`src/rtl/handshake_share_pkg.sv`:
```
// Shared types and helpers for the handshake share arbiter: index width and
// the round-robin pick used by the issue-side arbiter.
package handshake_share_pkg;

    localparam int MAX_REQ   = 8;
    localparam int MAX_IDX_W = 3;

    typedef struct packed {
        logic                 found;
        logic [MAX_IDX_W-1:0] idx;
    } rr_pick_t;

    function automatic int idx_w(input int n);
        return (n > 1) ? $clog2(n) : 1;
    endfunction

    // First set bit of mask at or after ptr, wrapping within n requesters.
    function automatic rr_pick_t rr_pick(input logic [MAX_REQ-1:0] mask,
                                         input int ptr, input int n);
        rr_pick_t r;
        int       j;
        r = '0;
        for (int k = 0; k < MAX_REQ; k++) begin
            j = ptr + k;
            if (j >= n) j = j - n;
            if (k < n && !r.found && mask[j[MAX_IDX_W-1:0]]) begin
                r.found = 1'b1;
                r.idx   = j[MAX_IDX_W-1:0];
            end
        end
        return r;
    endfunction

endpackage

```
`src/rtl/handshake_share_arbiter_order_fifo.sv`:
```
// Order FIFO holding the requester index of every outstanding token, so that
// in-order results can be routed back to their issuer.
module handshake_order_fifo #(
    parameter int WIDTH = 1,
    parameter int DEPTH = 4
) (
    input  logic             clk,
    input  logic             rst,
    input  logic             push,
    input  logic [WIDTH-1:0] push_data,
    input  logic             pop,
    output logic             full,
    output logic             empty,
    output logic [WIDTH-1:0] head
);

    localparam int AW = $clog2(DEPTH);

    logic [WIDTH-1:0] mem [DEPTH];
    logic [AW-1:0]    wr_ptr;
    logic [AW-1:0]    rd_ptr;
    logic [AW:0]      count;
    logic             do_push;
    logic             do_pop;

    assign do_push = push && !full;
    assign do_pop  = pop && !empty;
    assign full    = (count == (AW+1)'(DEPTH));
    assign empty   = (count == '0);
    assign head    = mem[rd_ptr];

    always_ff @(posedge clk or posedge rst) begin
        if (rst) begin
            wr_ptr <= '0;
            rd_ptr <= '0;
            count  <= '0;
        end else begin
            if (do_push) wr_ptr <= wr_ptr + AW'(1);
            if (do_pop)  rd_ptr <= rd_ptr + AW'(1);
            if (do_push && !do_pop)      count <= count + (AW+1)'(1);
            else if (!do_push && do_pop) count <= count - (AW+1)'(1);
        end
    end

    always_ff @(posedge clk) begin
        if (do_push) mem[wr_ptr] <= push_data;
    end

endmodule

```
`src/rtl/handshake_share_arbiter.sv`:
```
// Round-robin sharing of one in-order handshake unit among NUM_REQ requesters.
// Define HANDSHAKE_SHARE_ISSUE_REG_EN to insert a one-entry issue register slice.
module handshake_share_arbiter
    import handshake_share_pkg::*;
#(
    parameter int NUM_REQ     = 2,
    parameter int DATA_WIDTH  = 32,
    parameter int ORDER_DEPTH = 4
) (
    input  logic                          clk,
    input  logic                          rst,
    input  logic [NUM_REQ*DATA_WIDTH-1:0] ins,
    input  logic [NUM_REQ-1:0]            ins_valid,
    output logic [NUM_REQ-1:0]            ins_ready,
    output logic [DATA_WIDTH-1:0]         issue_data,
    output logic                          issue_valid,
    input  logic                          issue_ready,
    input  logic [DATA_WIDTH-1:0]         result_data,
    input  logic                          result_valid,
    output logic                          result_ready,
    output logic [NUM_REQ*DATA_WIDTH-1:0] outs,
    output logic [NUM_REQ-1:0]            outs_valid,
    input  logic [NUM_REQ-1:0]            outs_ready
);

    localparam int IDX_W = idx_w(NUM_REQ);

    logic                  full;
    logic                  empty;
    logic [IDX_W-1:0]      head;
    logic                  pop;
    logic                  locked;
    logic [IDX_W-1:0]      lock_idx;
    logic [IDX_W-1:0]      last_winner;
    logic [IDX_W-1:0]      next_ptr;
    logic [IDX_W-1:0]      pick_idx;
    logic [IDX_W-1:0]      winner;
    logic [MAX_REQ-1:0]    elig_mask;
    rr_pick_t              pick;
    logic                  arb_valid;
    logic                  arb_ready;
    logic                  arb_fire;
    logic [DATA_WIDTH-1:0] arb_data;

    always_comb begin
        elig_mask = '0;
        elig_mask[NUM_REQ-1:0] = full ? '0 : ins_valid;
        next_ptr = (last_winner == IDX_W'(NUM_REQ-1)) ? '0 : last_winner + IDX_W'(1);
        pick = rr_pick(elig_mask, int'(next_ptr), NUM_REQ);
        pick_idx = '0;
        for (int i = 0; i < NUM_REQ; i++) begin
            if (pick.idx == MAX_IDX_W'(i)) pick_idx = IDX_W'(i);
        end
        // A stalled grant stays put so the offered token cannot change under the unit.
        winner    = locked ? lock_idx : pick_idx;
        arb_valid = locked ? (ins_valid[lock_idx] && !full) : pick.found;
        arb_data  = '0;
        for (int i = 0; i < NUM_REQ; i++) begin
            if (winner == IDX_W'(i)) arb_data = ins[i*DATA_WIDTH +: DATA_WIDTH];
        end
    end

`ifdef HANDSHAKE_SHARE_ISSUE_REG_EN
    logic                  vld_p1;
    logic [DATA_WIDTH-1:0] data_p1;

    assign arb_ready   = (!vld_p1 || issue_ready) && !rst;
    assign issue_valid = vld_p1;
    assign issue_data  = data_p1;

    // Stage p0 -> p1: issue register slice.
    always_ff @(posedge clk or posedge rst) begin
        if (rst)              vld_p1 <= 1'b0;
        else if (arb_fire)    vld_p1 <= 1'b1;
        else if (issue_ready) vld_p1 <= 1'b0;
    end

    always_ff @(posedge clk) begin
        if (arb_fire) data_p1 <= arb_data;
    end
`else
    assign arb_ready   = issue_ready && !rst;
    assign issue_valid = arb_valid && !rst;
    assign issue_data  = arb_data;
`endif

    assign arb_fire = arb_valid && arb_ready;

    always_comb begin
        for (int i = 0; i < NUM_REQ; i++) begin
            ins_ready[i] = arb_fire && (winner == IDX_W'(i));
        end
    end

    always_ff @(posedge clk or posedge rst) begin
        if (rst) begin
            locked      <= 1'b0;
            lock_idx    <= '0;
            last_winner <= IDX_W'(NUM_REQ-1);
        end else if (arb_fire) begin
            locked      <= 1'b0;
            last_winner <= winner;
        end else if (arb_valid) begin
            locked      <= 1'b1;
            lock_idx    <= winner;
        end
    end

    handshake_order_fifo #(
        .WIDTH (IDX_W),
        .DEPTH (ORDER_DEPTH)
    ) u_order_fifo (
        .clk       (clk),
        .rst       (rst),
        .push      (arb_fire),
        .push_data (winner),
        .pop       (pop),
        .full      (full),
        .empty     (empty),
        .head      (head)
    );

    assign result_ready = !empty && outs_ready[head] && !rst;
    assign pop          = result_valid && result_ready;
    assign outs         = {NUM_REQ{result_data}};

    always_comb begin
        for (int i = 0; i < NUM_REQ; i++) begin
            outs_valid[i] = result_valid && !empty && !rst && (head == IDX_W'(i));
        end
    end

endmodule

```
`config.mk`:
```
export PLATFORM = sky130hd
export DESIGN_NAME = handshake_share_arbiter
export DESIGN_NICKNAME = d
export VERILOG_FILES = /design/src/rtl/handshake_share_pkg.sv /design/src/rtl/handshake_share_arbiter_order_fifo.sv /design/src/rtl/handshake_share_arbiter.sv
export SDC_FILE = /design/constraint.sdc
export NUM_CORES = 1
export LEC_CHECK = 0
export ABC_AREA = 1
export ABC_CLOCK_PERIOD_IN_PS = 2600
export CAP_MARGIN = 20
export CORE_MARGIN = 4
export CORE_UTILIZATION = 28
export DETAILED_ROUTE_END_ITERATION = 10
export PLACE_DENSITY_LB_ADDON = 0.1
export SETUP_SLACK_MARGIN = 0.3
export SLEW_MARGIN = 25
export SYNTH_ARGS = -nofsm -noshare
export SYNTH_HDL_FRONTEND = slang
export SYNTH_SLANG_ARGS = --single-unit
```
`constraint.sdc`:
```
create_clock -name clk -period 2.6 [get_ports clk]
set_input_delay 0.39 -clock clk [delete_from_list [all_inputs] [get_ports clk]]
set_output_delay 0.39 -clock clk [all_outputs]
set_load 0.03 [all_outputs]
```
Word-level counts from Yosys, hierarchy flattened. Memories as Yosys holds them, arrays and structs flattened. Cells that the tools add are included.

Add/sub/neg operators: 8. Magnitude comparators: 6. Equal/unequal tests: 2. Multiplexer cells: 24. Bitwise logic cells: 3. Reductions and logical operators: 28.

Operators with widths (number): 2-to-1 mux 32 bit (1); logical AND 1 bit (18); 2-to-1 mux 1 bit (14); 2-to-1 mux 3 bit (4); < comparator 3 x 4 -> 1 bit, second input constant (2); 2-to-1 mux 4 bit (2); binary-select mux 1 bit (select 3 bit) (2); logical NOT 1 bit (6); adder 2 x 1 -> 2 bit, second input constant (2); < comparator 1 x 2 -> 1 bit, second input constant (2); nonzero test 2 bit (2); adder 3 x 1 -> 3 bit, second input constant (1); equality test 3 x 1 -> 1 bit, second input constant (1); equality test 3 bit, second input constant (1); logical NOT 3 bit (1); inverter 1 bit (3); subtractor 1 x 2 -> 3 bit, second input constant (1); subtractor 2 x 2 -> 3 bit, second input constant (1); subtractor 3 x 1 -> 3 bit, second input constant (1); adder 1 x 1 -> 2 bit, second input constant (1); >= comparator 1 x 2 -> 1 bit, second input constant (1); >= comparator 2 bit, second input constant (1); 2-to-1 mux 2 bit (1); AND reduction 2 bit (1); adder 1 bit, second input constant (1).

Register bits after elaboration: 10. Bits in writable memories: 4. Input port bits: 104. Output and inout port bits: 102. Memories: 1.

Memories: u_order_fifo.mem (words 4, bits a word 1, rd ports 1, clocked after memory_dff 0, wr ports 1, line handshake_share_arbiter_order_fifo.sv:19) `logic [WIDTH-1:0] mem [DEPTH];`.

Longest topological paths before layout. Gate-level depths: netlist of the first run.

Word-level depth: 17. Gate-level depth with buffers: 12.

By module. Synthesis of the first run repeated with hierarchy kept, for this count alone.

Cells, all modules: 285. Area, all modules: 1829.3 µm².

By module, submodules not included: handshake_share_arbiter (times used 1, cells an instance 211, area an instance 1192.4 µm², seq. area each 76.3 µm²); handshake_order_fifo (times used 1, cells an instance 74, area an instance 636.9 µm², seq. area each 295.3 µm²).

Worst setup path before layout of the first run. OpenSTA, ideal clock, no wires.

Path kind: input-to-reg. From: in rst. To: reg u_order_fifo.count[2]. Library setup time: 0.131 ns. Arrival: 1.952 ns. Required time: 2.469 ns. Setup slack: 0.518 ns. Cell stages on the path: 11. Path through: inv_1 nand2_1 inv_1 nand3_4 inv_2 ha_1 inv_1 fa_1 a21oi_1 o21ai_0 xor2_1.

Cells in the longest elaborated chain, start to end: 7. Elaborated cells on any way between the ends: 13. Those cells by class: mux: 1; reduce/logical: 12.

RTL lines: start, declared (line handshake_share_arbiter.sv:11) `input logic rst,`; logical NOT 1 bit (no line) (*); logical AND 1 bit (*) (line handshake_share_arbiter.sv:82) `assign arb_ready = issue_ready && !rst;`; logical AND 1 bit (*) (line handshake_share_arbiter.sv:87) `assign arb_fire = arb_valid && arb_ready;`; logical AND 1 bit (*) (line handshake_share_arbiter_order_fifo.sv:26) `assign do_push = push && !full;`; named net u_order_fifo.do_push (line handshake_share_arbiter_order_fifo.sv:23) `logic do_push;`; logical NOT 1 bit (line handshake_share_arbiter_order_fifo.sv:41) `else if (!do_push && do_pop) count <= count - (AW+1)'(1);`; logical AND 1 bit (line handshake_share_arbiter_order_fifo.sv:41); nonzero test 2 bit (no line); end signal, assigned (line handshake_share_arbiter_order_fifo.sv:40) `if (do_push && !do_pop) count <= count + (AW+1)'(1);`; end signal, assigned (line handshake_share_arbiter_order_fifo.sv:41); end, declared (line handshake_share_arbiter_order_fifo.sv:22) `logic [AW:0] count;`.

The timed path passes the listed nets; every way through them passes the cells marked *. A chain may end at the register's enable or synchronous reset.

Worst setup path after layout of the first run.
From: in ins_valid[1]. To: reg u_order_fifo.count[2].

Cells in the longest elaborated chain, start to end: 13. Elaborated cells on any way between the ends: 20. Those cells by class: mux: 11; reduce/logical: 9.

RTL lines: start, declared (line handshake_share_arbiter.sv:13) `input logic [NUM_REQ-1:0] ins_valid,`; 2-to-1 mux 2 bit (line handshake_share_arbiter.sv:47) `elig_mask[NUM_REQ-1:0] = full ? '0 : ins_valid;`; binary-select mux 1 bit (select 3 bit) (line handshake_share_pkg.sv:26) `if (k < n && !r.found && mask[j[MAX_IDX_W-1:0]]) begin`; 2-to-1 mux 1 bit (implied by the code) (line handshake_share_pkg.sv:26); 2-to-1 mux 4 bit (line handshake_share_pkg.sv:26); logical NOT 1 bit (line handshake_share_pkg.sv:26); logical AND 1 bit (line handshake_share_pkg.sv:26); 2-to-1 mux 4 bit (line handshake_share_pkg.sv:26); 2-to-1 mux 1 bit (*) (line handshake_share_arbiter.sv:56) `arb_valid = locked ? (ins_valid[lock_idx] && !full) : pick.found;`; logical AND 1 bit (*) (line handshake_share_arbiter.sv:87); logical AND 1 bit (*) (line handshake_share_arbiter_order_fifo.sv:26); named net u_order_fifo.do_push (line handshake_share_arbiter_order_fifo.sv:23); logical NOT 1 bit (line handshake_share_arbiter_order_fifo.sv:41); logical AND 1 bit (line handshake_share_arbiter_order_fifo.sv:41); nonzero test 2 bit (no line).

The timed path passes the listed nets; every way through them passes the cells marked *. The select of a mux whose other input is x is not followed.

==> results of run 1 <==
-- state kept, by name, summed over array words and instances (netlist names) --
register,count
u_order_fifo.rd_ptr,2
u_order_fifo.wr_ptr,2
u_order_fifo.count,3
lock_idx,1
u_order_fifo.mem,4
last_winner,1
locked,1
-- routing by layer --
| metal | track usage (%) | vias up | wire length, µm | part of all wire [%] |
|---|---|---|---|---|
| met5 | 0 | - | 0 | 0 |
| met4 | 3.43 | 0 | 34 | 0.65 |
| met3 | 7.36 | 2 | 683 | 13 |
| met2 | 18.8 | 98 | 2390 | 46 |
| met1 | 14.8 | 729 | 2090 | 40 |
| li1 | - | 893 | - | - |
-- timing repair --
action                     4_1_cts  5_1_grt
gates cloned                     0        1
setup endpoints to repair       18       31
setup buffers                    0        2
pin swaps                        0        2
gates resized for setup          3        4
-- final timing paths --
| check | from | end | slack [ns] | cells past startpoint |
|---|---|---|---|---|
| worst max-delay path | ins_valid[1] | u_order_fifo.count[2] | 0.46 | 11 |
| worst min-delay path | last_winner | last_winner | 0.48 | 2 |
| worst max register to register | lock_idx | u_order_fifo.count[2] | 0.51 | 11 |
| worst min register to register | last_winner | last_winner | 0.48 | 2 |
| max in group asynchronous | rst | last_winner | 1.84 | 3 |
| min in group asynchronous | rst | u_order_fifo.count[2] | 0.53 | 3 |
-- tightest hold or removal path, delay by kind of cell, from the launching register on --
kind | cells | cell delay, ns
simple gates | 2 | 0.11
flops | 1 | 0.37
-- per-stage QoR --
step	util (%)	hold slack (ns)
final	40.3	0.482
after global routing	40.3	0.505
after CTS	39.4	0.480
after detailed placement	38.6	0.474
after global placement	38.6	0.473
after floorplan	-	0.246
-- kinds of logic after synthesis --
kind of cell | Yosys count | share of synthesized area (%)
fa+ha+maj | 6 | 4.51
buf+inv | 96 | 34.2
flops | 14 | 20.3
xor+xnor | 4 | 1.91
compound gates | 8 | 2.32
simple gates | 147 | 36.7
-- cell usage in the layout (no fill, tap or decap), types with 5 or more instances in the layout --
| master | count |
|---|---|
| sky130_fd_sc_hd__nand2_1 | 91 |
| sky130_fd_sc_hd__buf_4 | 38 |
| sky130_fd_sc_hd__nand3_1 | 38 |
| sky130_fd_sc_hd__dfrtp_1 | 9 |
| sky130_fd_sc_hd__nor2_1 | 9 |
| sky130_fd_sc_hd__inv_1 | 17 |
| sky130_fd_sc_hd__inv_2 | 6 |
| sky130_fd_sc_hd__ha_1 | 5 |
| sky130_fd_sc_hd__clkdlybuf4s50_1 | 71 |
-- power by group --
part	internal, mW	total [mW]	switching, mW
Sequential	0.326	0.413	0.0878
Clock	0.108	0.178	0.0702
Combinational	0.777	2.06	1.28
-- final cells by class --
cell class              count  share of cell area, %
clock buffers               4                   1.76
repair buffers            116                   43.0
inverters                  23                   3.37
flip-flops and latches     14                   14.5
well taps                  77                   3.76
multi-input cells         166                   33.6
==> impl_metrics.yaml, run 1 <==
cts:
  cts_buffer_depth: 2
  cts_made_buffers: 3
  clkSlewWorstSetupHoldPaths_ns: 0.06
  clk_latency_ns: 0.24
  cts-root-buf: "sky130_fd_sc_hd__clkbuf_8"
  htree_levels: 1
  cts_hold_buffers: 0
  cts.sinks: 14
  cts_tree: "yes"
run_status:
  status: "complete, no violations"
synthesis:
  netlist_instances: 275
  avgSynthCellArea_um2: 6.66
  yosys.cell_count.top_type: "sky130_fd_sc_hd__nand2_1"
  synth_common_cells: "sky130_fd_sc_hd__nand2_1 (91), sky130_fd_sc_hd__buf_4 (64), sky130_fd_sc_hd__nand3_1 (38)"
  postSynth.topFlopCell: "sky130_fd_sc_hd__dfrtp_1"
  synth.yosys.seq_area_share_pct: 20.3
  synthDistinctLibCells: 27
  syn_nets: 385
  synth_area_mm2: 0.00183
  synthDominantAreaCellType: "sky130_fd_sc_hd__buf_4"
  synth-edff-count: 4
  synth.top_cells.by_area: "sky130_fd_sc_hd__buf_4 (26%), sky130_fd_sc_hd__nand2_1 (19%), sky130_fd_sc_hd__dfrtp_1 (12%)"
  synth_async_sr_flop_share_pct: 71.4
  postSynthRegisterBits: 14
  portion_of_synthesized_cell_area_occupied_by_the_leading_cell_type_pct: 26.2
  synth-warning-count: 0
sta:
  min_period_over_period_pct: 82.1
  finalSetupViolCount: 0
  post_layout_minimum_cycle_time_ns: 2.14
  timing.final.max_slew_violations: 0
  final.setup.tns_ns: 0
  timing.slew.headroom_pct: 79.9
  timing.fmax_ghz: 0.468
  finalHoldViolCount: 0
  grt_setup_unrepaired: "no"
  max_slew.worst_pin.slew_ns: 0.302
  clock-skew-final_ns: 0.00173
  fin_ws_ns: 0.465
critical_path:
  cp.required_ns: 2.72
  path_cells: "clkdlybuf4s50_1, o21ai_1, nand2_2, nand3_4, inv_2, ha_1, inv_1, fa_1, a21oi_1, o21ai_0, xor2_1"
  path_max_fanout: 4
  worst-endpoint-arrival_ns: 2.25
  path_delay_family: "buffers and inverters"
  cpMaxStageDelayCell: "sky130_fd_sc_hd__clkdlybuf4s50_1"
  cp_capture_type: "flop"
  cp_num_buf_inv: 3
  timing.critical_path.from_type: "primary input"
  worst_path_largest_cell_delay_ns: 0.54
  timing_worst_setup_path_type: "primary input to flop"
route:
  drt_iter0_drc: 70
  drtPass1Iterations: 4
  route.antenna.remaining_nets: 0
  avgRoutedWirePerCell_um: 13.0
  via_per_inst: 4.31
  num_vias: 1722
  drt_drc_violations_left: 0
  drt-total-wl_um: 5190
worst_hold_path:
  timing.hold.worst.class: "flop to flop"
place:
  post-place-ws_ns: 0.196
  place.gp.congestion: 0.706
  placedCellCount: 393
  post_dp_area_mm2: 0.00245
  io_buffers: 109
  place.detailed.hpwl_um: 4160
cells_and_area:
  nNetsFinal: 434
  final_layout_size_suffix_gt1_share_pct: 19.5
  multiInputGateArea_um2: 861
  area.sequential_um2: 372
  post_layout_nonfiller_instances: 400
  fillCellCount: 676
  stdcell_area_mm2: 0.00256
  area_growth_pct: 39.8
  antenna-diode-count: 0
global_route:
  grtUsageTotal_pct: 12.4
  first_global_vias: 1712
  antenna_found_initial: 0
  overflow_left_after_global_routing: 0
  grt_first_pass_wirelength_um: 7710
  maximum_number_of_pins_on_one_net_before_global_route_repair: 40
pwr:
  overall_power_mw: 2.65
  leakagePower_nw: 1.28
  worst_ir_drop_vdd_mv: 0.506
  power_density_mw_per_mm2: 1040
floorplanning:
  dieArea_mm2: 0.00790
  floorplan.initialDensity_pct: 28.8
  die_width_um: 88.9
  rows: 29
  floorplan.io_pins: 206
  fp.dieH_um: 88.9
  floorplan.core_area_mm2: 0.00635
run:
  maxCapViolations: 0
No activity file was read; power rests on OpenSTA's default activity.
==> run 2, diff against run 1 <==
--- a/config.mk
+++ b/config.mk
@@ -6,10 +6,10 @@
 export NUM_CORES = 1
 export LEC_CHECK = 0
 export ABC_AREA = 1
-export ABC_CLOCK_PERIOD_IN_PS = 2600
+export ABC_CLOCK_PERIOD_IN_PS = 1950
 export CAP_MARGIN = 20
 export CORE_MARGIN = 4
-export CORE_UTILIZATION = 28
+export CORE_UTILIZATION = 25
 export DETAILED_ROUTE_END_ITERATION = 10
 export PLACE_DENSITY_LB_ADDON = 0.1
 export SETUP_SLACK_MARGIN = 0.3
==> constraint.sdc (replaced) <==
create_clock -name clk -period 1.95 [get_ports clk]
set_input_delay 0.2925 -clock clk [delete_from_list [all_inputs] [get_ports clk]]
set_output_delay 0.2925 -clock clk [all_outputs]
set_load 0.03 [all_outputs]
==> impl_metrics.yaml, run 2 (synthesized netlist as in run 1, its figures left out) <==
global_route:
  globalRoute.busiestLayer: "met2"
  maximum_number_of_pins_on_one_net_before_global_route_repair: 17
  grt_use_met3_pct: 7.96
  grt_met1_usage_pct: 14.4
  grtUsageTotal_pct: 14.0
  grt_use_met2_pct: 24.4
  first_global_vias: 2073
  overflow_left_after_global_routing: 0
  grt_first_pass_wirelength_um: 9720
  antenna_found_initial: 0
cts:
  cts_hold_buffers: 0
  cts.sinks: 14
  clkSlewWorstSetupHoldPaths_ns: 0.06
  cts_tree: "yes"
  cts-root-buf: "sky130_fd_sc_hd__clkbuf_8"
  clk_latency_ns: 0.25
  cts_made_buffers: 3
  htree_levels: 1
  cts_buffer_depth: 2
critical_path:
  cp_num_buf_inv: 3
  critical_path.most_common_cell: "sky130_fd_sc_hd__nand2_1"
  reg_to_reg_endpoint: "u_order_fifo.count[2]"
  worst-endpoint-arrival_ns: 1.59
  path_max_fanout: 8
  cp.required_ns: 1.66
  worst_path_largest_cell_delay_ns: 0.54
  origin_of_the_worst_setup_path: "last_winner"
  setup_slack_reg_to_reg_ns: 0.13
  cp_capture_type: "primary output"
  path_delay_family: "flip-flops"
  rr_startpoint: "u_order_fifo.rd_ptr[0]"
  path_cells: "nand2_2, nand4_4, nand2_4, buf_12, buf_16, nand2_1, nand2_1, buf_6"
  timing_worst_setup_path_type: "flop to primary output"
  reg2regPathDepth: 11
  timing.critical_path.from_type: "flop"
  cpMaxStageDelayCell: "sky130_fd_sc_hd__dfstp_2"
place:
  placedCellCount: 427
  place.gp.congestion: 0.703
  post_dp_area_mm2: 0.00262
  post-place-ws_ns: -0.285
  place.detailed.hpwl_um: 4300
  io_buffers: 109
sta:
  timing.slew.headroom_pct: 81.8
  min_period_over_period_pct: 96.6
  max_slew.worst_pin.slew_ns: 0.272
  grt_setup_unrepaired: "yes"
  post_layout_minimum_cycle_time_ns: 1.88
  finalSetupViolCount: 0
  fin_ws_ns: 0.0658
  timing.fmax_ghz: 0.531
  timing.final.max_slew_violations: 0
  finalHoldViolCount: 0
  clock-skew-final_ns: 0.00147
cells_and_area:
  layout_common_cells: "sky130_fd_sc_hd__clkdlybuf4s50_1 (68), sky130_fd_sc_hd__buf_6 (52), sky130_fd_sc_hd__nand2_1 (44), sky130_fd_sc_hd__nand2_2 (38), sky130_fd_sc_hd__buf_4 (37)"
  reg.largest.list: "u_order_fifo.mem x4, u_order_fifo.count x3"
  post_layout_nonfiller_instances: 473
  final_common_cell: "sky130_fd_sc_hd__clkdlybuf4s50_1"
  largest_register: "u_order_fifo.mem"
  largest_register_ff_count: 4
  antenna-diode-count: 0
  area_growth_pct: 99.2
  area.sequential_um2: 373
  nNetsFinal: 488
  final_layout_size_suffix_gt1_share_pct: 52.3
  stdcell_area_mm2: 0.00365
  fillCellCount: 656
  multiInputGateArea_mm2: 0.00119
floorplanning:
  rows: 30
  floorplan.core_area_mm2: 0.00694
  die_width_um: 93.6
  fp.dieH_um: 93.6
  floorplan.initialDensity_pct: 26.4
  dieArea_mm2: 0.00876
  floorplan.io_pins: 206
pwr:
  power_density_mw_per_mm2: 1440
  overall_power_mw: 5.25
  leakagePower_nw: 1.75
  worst_ir_drop_vdd_mv: 0.634
route:
  drtPass1Iterations: 4
  num_vias: 2011
  drt_drc_violations_left: 0
  route.antenna.remaining_nets: 0
  via_per_inst: 4.25
  drt-total-wl_um: 6300
  avgRoutedWirePerCell_um: 13.3
  drt_iter0_drc: 46
run:
  maxCapViolations: 0
run_status:
  status: "complete, no violations"
worst_hold_path:
  timing.hold.worst.class: "primary input to asynchronous set/reset pin"
run 2: routing by layer:
layer / routed length [µm] / up-vias / share of wire, %
li1: - / 1005 / -
met1: 2180 / 905 / 35
met2: 3310 / 97 / 53
met3: 754 / 4 / 12
met4: 49 / 0 / 0.78
met5: 0 / - / 0
run 2: tightest hold or removal path, stage by stage:
cell and delay, ns:
sky130_fd_sc_hd__dlygate4sd2_1 0.29, sky130_fd_sc_hd__clkinvlp_4 0.12, sky130_fd_sc_hd__buf_4 0.16
run 2: power breakdown:
group          switching [mW]  internal, mW  leakage, nW
Sequential              0.103         0.436        0.153
Combinational            2.27          2.20         1.57
Clock                   0.104         0.139       0.0231
Total                    2.48          2.77         1.75
run 2: timing repair:
item	CTS	global route
gates resized for setup	90	70
setup endpoints to repair	39	40
endpoints found under the hold margin	0	0
pin swaps	14	25
cloned	3	2
buffers inserted	31	6
run 2: worst max path at each step:
stage | endpoint | cells after the start
3_5_place_dp | u_order_fifo.count[2] | 11
2_1_floorplan | u_order_fifo.count[2] | 11
4_1_cts | issue_data[18] | 8
3_3_place_gp | u_order_fifo.count[2] | 11
5_1_grt | issue_data[13] | 8
6_report | issue_data[12] | 8
run 2: area by class of cell:
type / count / area share (%)
inverter: 23 / 2.68
multi-input combinational: 165 / 32.6
clock buffer: 3 / 1.13
tap: 96 / 3.29
sequential: 14 / 10.2
timing repair buffer: 171 / 50.0
clock inverter: 1 / 0.103
run 2: stage by stage:
| step | util (%) | setup TNS (ns) | hold WS [ns] |
|---|---|---|---|
| floorplan | - | 0 | 0.0898 |
| global placement | 37.7 | -0.579 | 0.466 |
| detailed placement | 37.7 | -0.714 | 0.467 |
| CTS | 47.4 | 0 | 0.239 |
| global route | 52.5 | -0.0579 | 0.286 |
| finish | 52.5 | 0 | 0.279 |
==> run 3, diff against run 2 <==
--- a/config.mk
+++ b/config.mk
@@ -11,6 +11,7 @@
 export CORE_MARGIN = 4
 export CORE_UTILIZATION = 25
 export DETAILED_ROUTE_END_ITERATION = 10
+export GPL_TIMING_DRIVEN = 0
 export PLACE_DENSITY_LB_ADDON = 0.1
 export SETUP_SLACK_MARGIN = 0.3
 export SLEW_MARGIN = 25
==> impl_metrics.yaml, run 3 (synthesized netlist as in run 1, its figures left out) <==
cells_and_area:
  layout_common_cells: "sky130_fd_sc_hd__clkdlybuf4s50_1 (132), sky130_fd_sc_hd__buf_4 (102), sky130_fd_sc_hd__nand2_2 (51), sky130_fd_sc_hd__buf_6 (44), sky130_fd_sc_hd__nand3_1 (34)"
  final_common_cell: "sky130_fd_sc_hd__clkdlybuf4s50_1"
  reg.largest.list: "u_order_fifo.mem x4, u_order_fifo.count x3"
  antenna-diode-count: 0
  area_growth_pct: 149
  largest_register: "u_order_fifo.mem"
  largest_register_ff_count: 4
  nNetsFinal: 608
  final_layout_size_suffix_gt1_share_pct: 53.1
place:
  post-place-ws_ns: -0.613
  io_buffers: 173
  place.detailed.hpwl_um: 6340
  place.gp.congestion: 0.719
sta:
  timing.slew.headroom_pct: 77.4
  fin_hold_ws_ns: 0.324
  finalHoldViolCount: 0
  finalSetupViolCount: 0
  post_layout_minimum_cycle_time_ns: 1.91
  min_period_over_period_pct: 97.9
  clock-skew-final_ns: 0.00117
  grt_setup_unrepaired: "yes"
  timing.final.max_slew_violations: 0
  max_slew.worst_pin.slew_ns: 0.338
  timing.fmax_ghz: 0.524
  fin_ws_ns: 0.0407
  final.setup.tns_ns: 0
worst_hold_path:
  timing.hold.worst.class: "primary input to asynchronous set/reset pin"
critical_path:
  origin_of_the_worst_setup_path: "u_order_fifo.rd_ptr[0]"
  setup_slack_reg_to_reg_ns: 0.04
  cp_capture_type: "flop"
  worst-endpoint-arrival_ns: 2.03
  path_max_fanout: 4
  setup.worst_path.end: "u_order_fifo.count[2]"
  rr_startpoint: "u_order_fifo.rd_ptr[0]"
  reg_to_reg_endpoint: "u_order_fifo.count[2]"
  timing.critical_path.from_type: "flop"
  reg2regPathDepth: 11
  cp.required_ns: 2.07
  timing_worst_setup_path_type: "flop to flop"
global_route:
  grtUsageTotal_pct: 16.8
  first_global_vias: 2513
  maximum_number_of_pins_on_one_net_before_global_route_repair: 11
  antenna_found_initial: 0
  overflow_left_after_global_routing: 0
  grt_first_pass_wirelength_um: 11900
cts:
  cts.sinks: 14
  cts_hold_buffers: 0
  cts_made_buffers: 3
  clkSlewWorstSetupHoldPaths_ns: 0.06
  cts_buffer_depth: 2
  cts-root-buf: "sky130_fd_sc_hd__clkbuf_8"
  htree_levels: 1
  clk_latency_ns: 0.24
  cts_tree: "yes"
run_status:
  status: "complete, no violations"
route:
  route.antenna.remaining_nets: 0
  drt_iter0_drc: 30
  drtPass1Iterations: 4
  via_per_inst: 4.14
  avgRoutedWirePerCell_um: 14.3
  drt_drc_violations_left: 0
  num_vias: 2456
  drt-total-wl_um: 8460
floorplanning:
  dieArea_mm2: 0.00876
  floorplan.core_area_mm2: 0.00694
  floorplan.initialDensity_pct: 26.4
  die_width_um: 93.6
  fp.dieH_um: 93.6
  rows: 30
  floorplan.io_pins: 206
pwr:
  leakagePower_nw: 2.24
  power_density_mw_per_mm2: 1190
  worst_ir_drop_vdd_mv: 0.926
run:
  maxCapViolations: 0
## run 3: cell types whose count changed in the layout (fill, tap and decap cells not counted), sizes merged
cell and change:
buf +55, clkdlybuf4s50 +64, nand2 +1
## run 3: routing by layer
layer | part of all wire, % | GRT usage [%]
met5 | 0 | 0
met4 | 1.7 | 5.66
met3 | 11 | 7.40
met2 | 57 | 32.9
met1 | 30 | 15.2
## run 3: power by group
part / internal (mW) / leakage (nW) / switching [mW]
clock network: 0.139 / 0.0231 / 0.0964
logic: 2.14 / 2.06 / 2.49
registers: 0.436 / 0.153 / 0.108
## run 3: worst min path at each step
| stage | to | slack [ns] | cells after the start |
|---|---|---|---|
| detailed placement | last_winner | 0.46 | 2 |
| floorplan | lock_idx | 0.09 | 1 |
| global route | u_order_fifo.rd_ptr[1] | 0.34 | 4 |
| global placement | last_winner | 0.46 | 2 |
| finish | u_order_fifo.rd_ptr[1] | 0.32 | 4 |
| CTS | u_order_fifo.rd_ptr[1] | 0.32 | 4 |
## run 3: cell type report
| type | count | area [µm²] |
|---|---|---|
| Fill cell | 571 | 2380 |
| Timing Repair Buffer | 217 | 2140 |
| Multi-Input combinational cell | 166 | 1220 |
| Buffer | 73 | 571 |
| Sequential cell | 14 | 373 |
| Tap cell | 96 | 120 |
| Inverter | 23 | 95.1 |
| Clock buffer | 3 | 41.3 |
| Clock inverter | 1 | 3.75 |
## run 3: per-stage QoR
stage	std cells	power, mW	instance area, µm²	util [%]
4_1_cts	577	4.68	4120	59.4
3_3_place_gp	544	3.77	3710	53.4
2_1_floorplan	275	2.56	1860	-
3_5_place_dp	544	3.79	3710	53.4
6_report	593	5.41	4570	65.7
5_1_grt	593	5.77	4570	65.7
## run 3: worst max-delay path: stages, from the launching register on
cell and delay, ns:
sky130_fd_sc_hd__dfrtp_1 0.42, sky130_fd_sc_hd__inv_2 0.10, sky130_fd_sc_hd__nand2_2 0.07, sky130_fd_sc_hd__nand3_4 0.11, sky130_fd_sc_hd__nand3_2 0.10, sky130_fd_sc_hd__nand3_4 0.10
sky130_fd_sc_hd__ha_4 0.14, sky130_fd_sc_hd__inv_4 0.03, sky130_fd_sc_hd__fa_2 0.35, sky130_fd_sc_hd__a21oi_2 0.16, sky130_fd_sc_hd__o21ai_2 0.07, sky130_fd_sc_hd__xor2_1 0.14
## run 3: timing repair
action                     CTS  global route
cloned                       3             2
setup buffers               26            14
setup endpoints to repair   41            40
pin swaps                    8            22
gates resized for setup    311            92
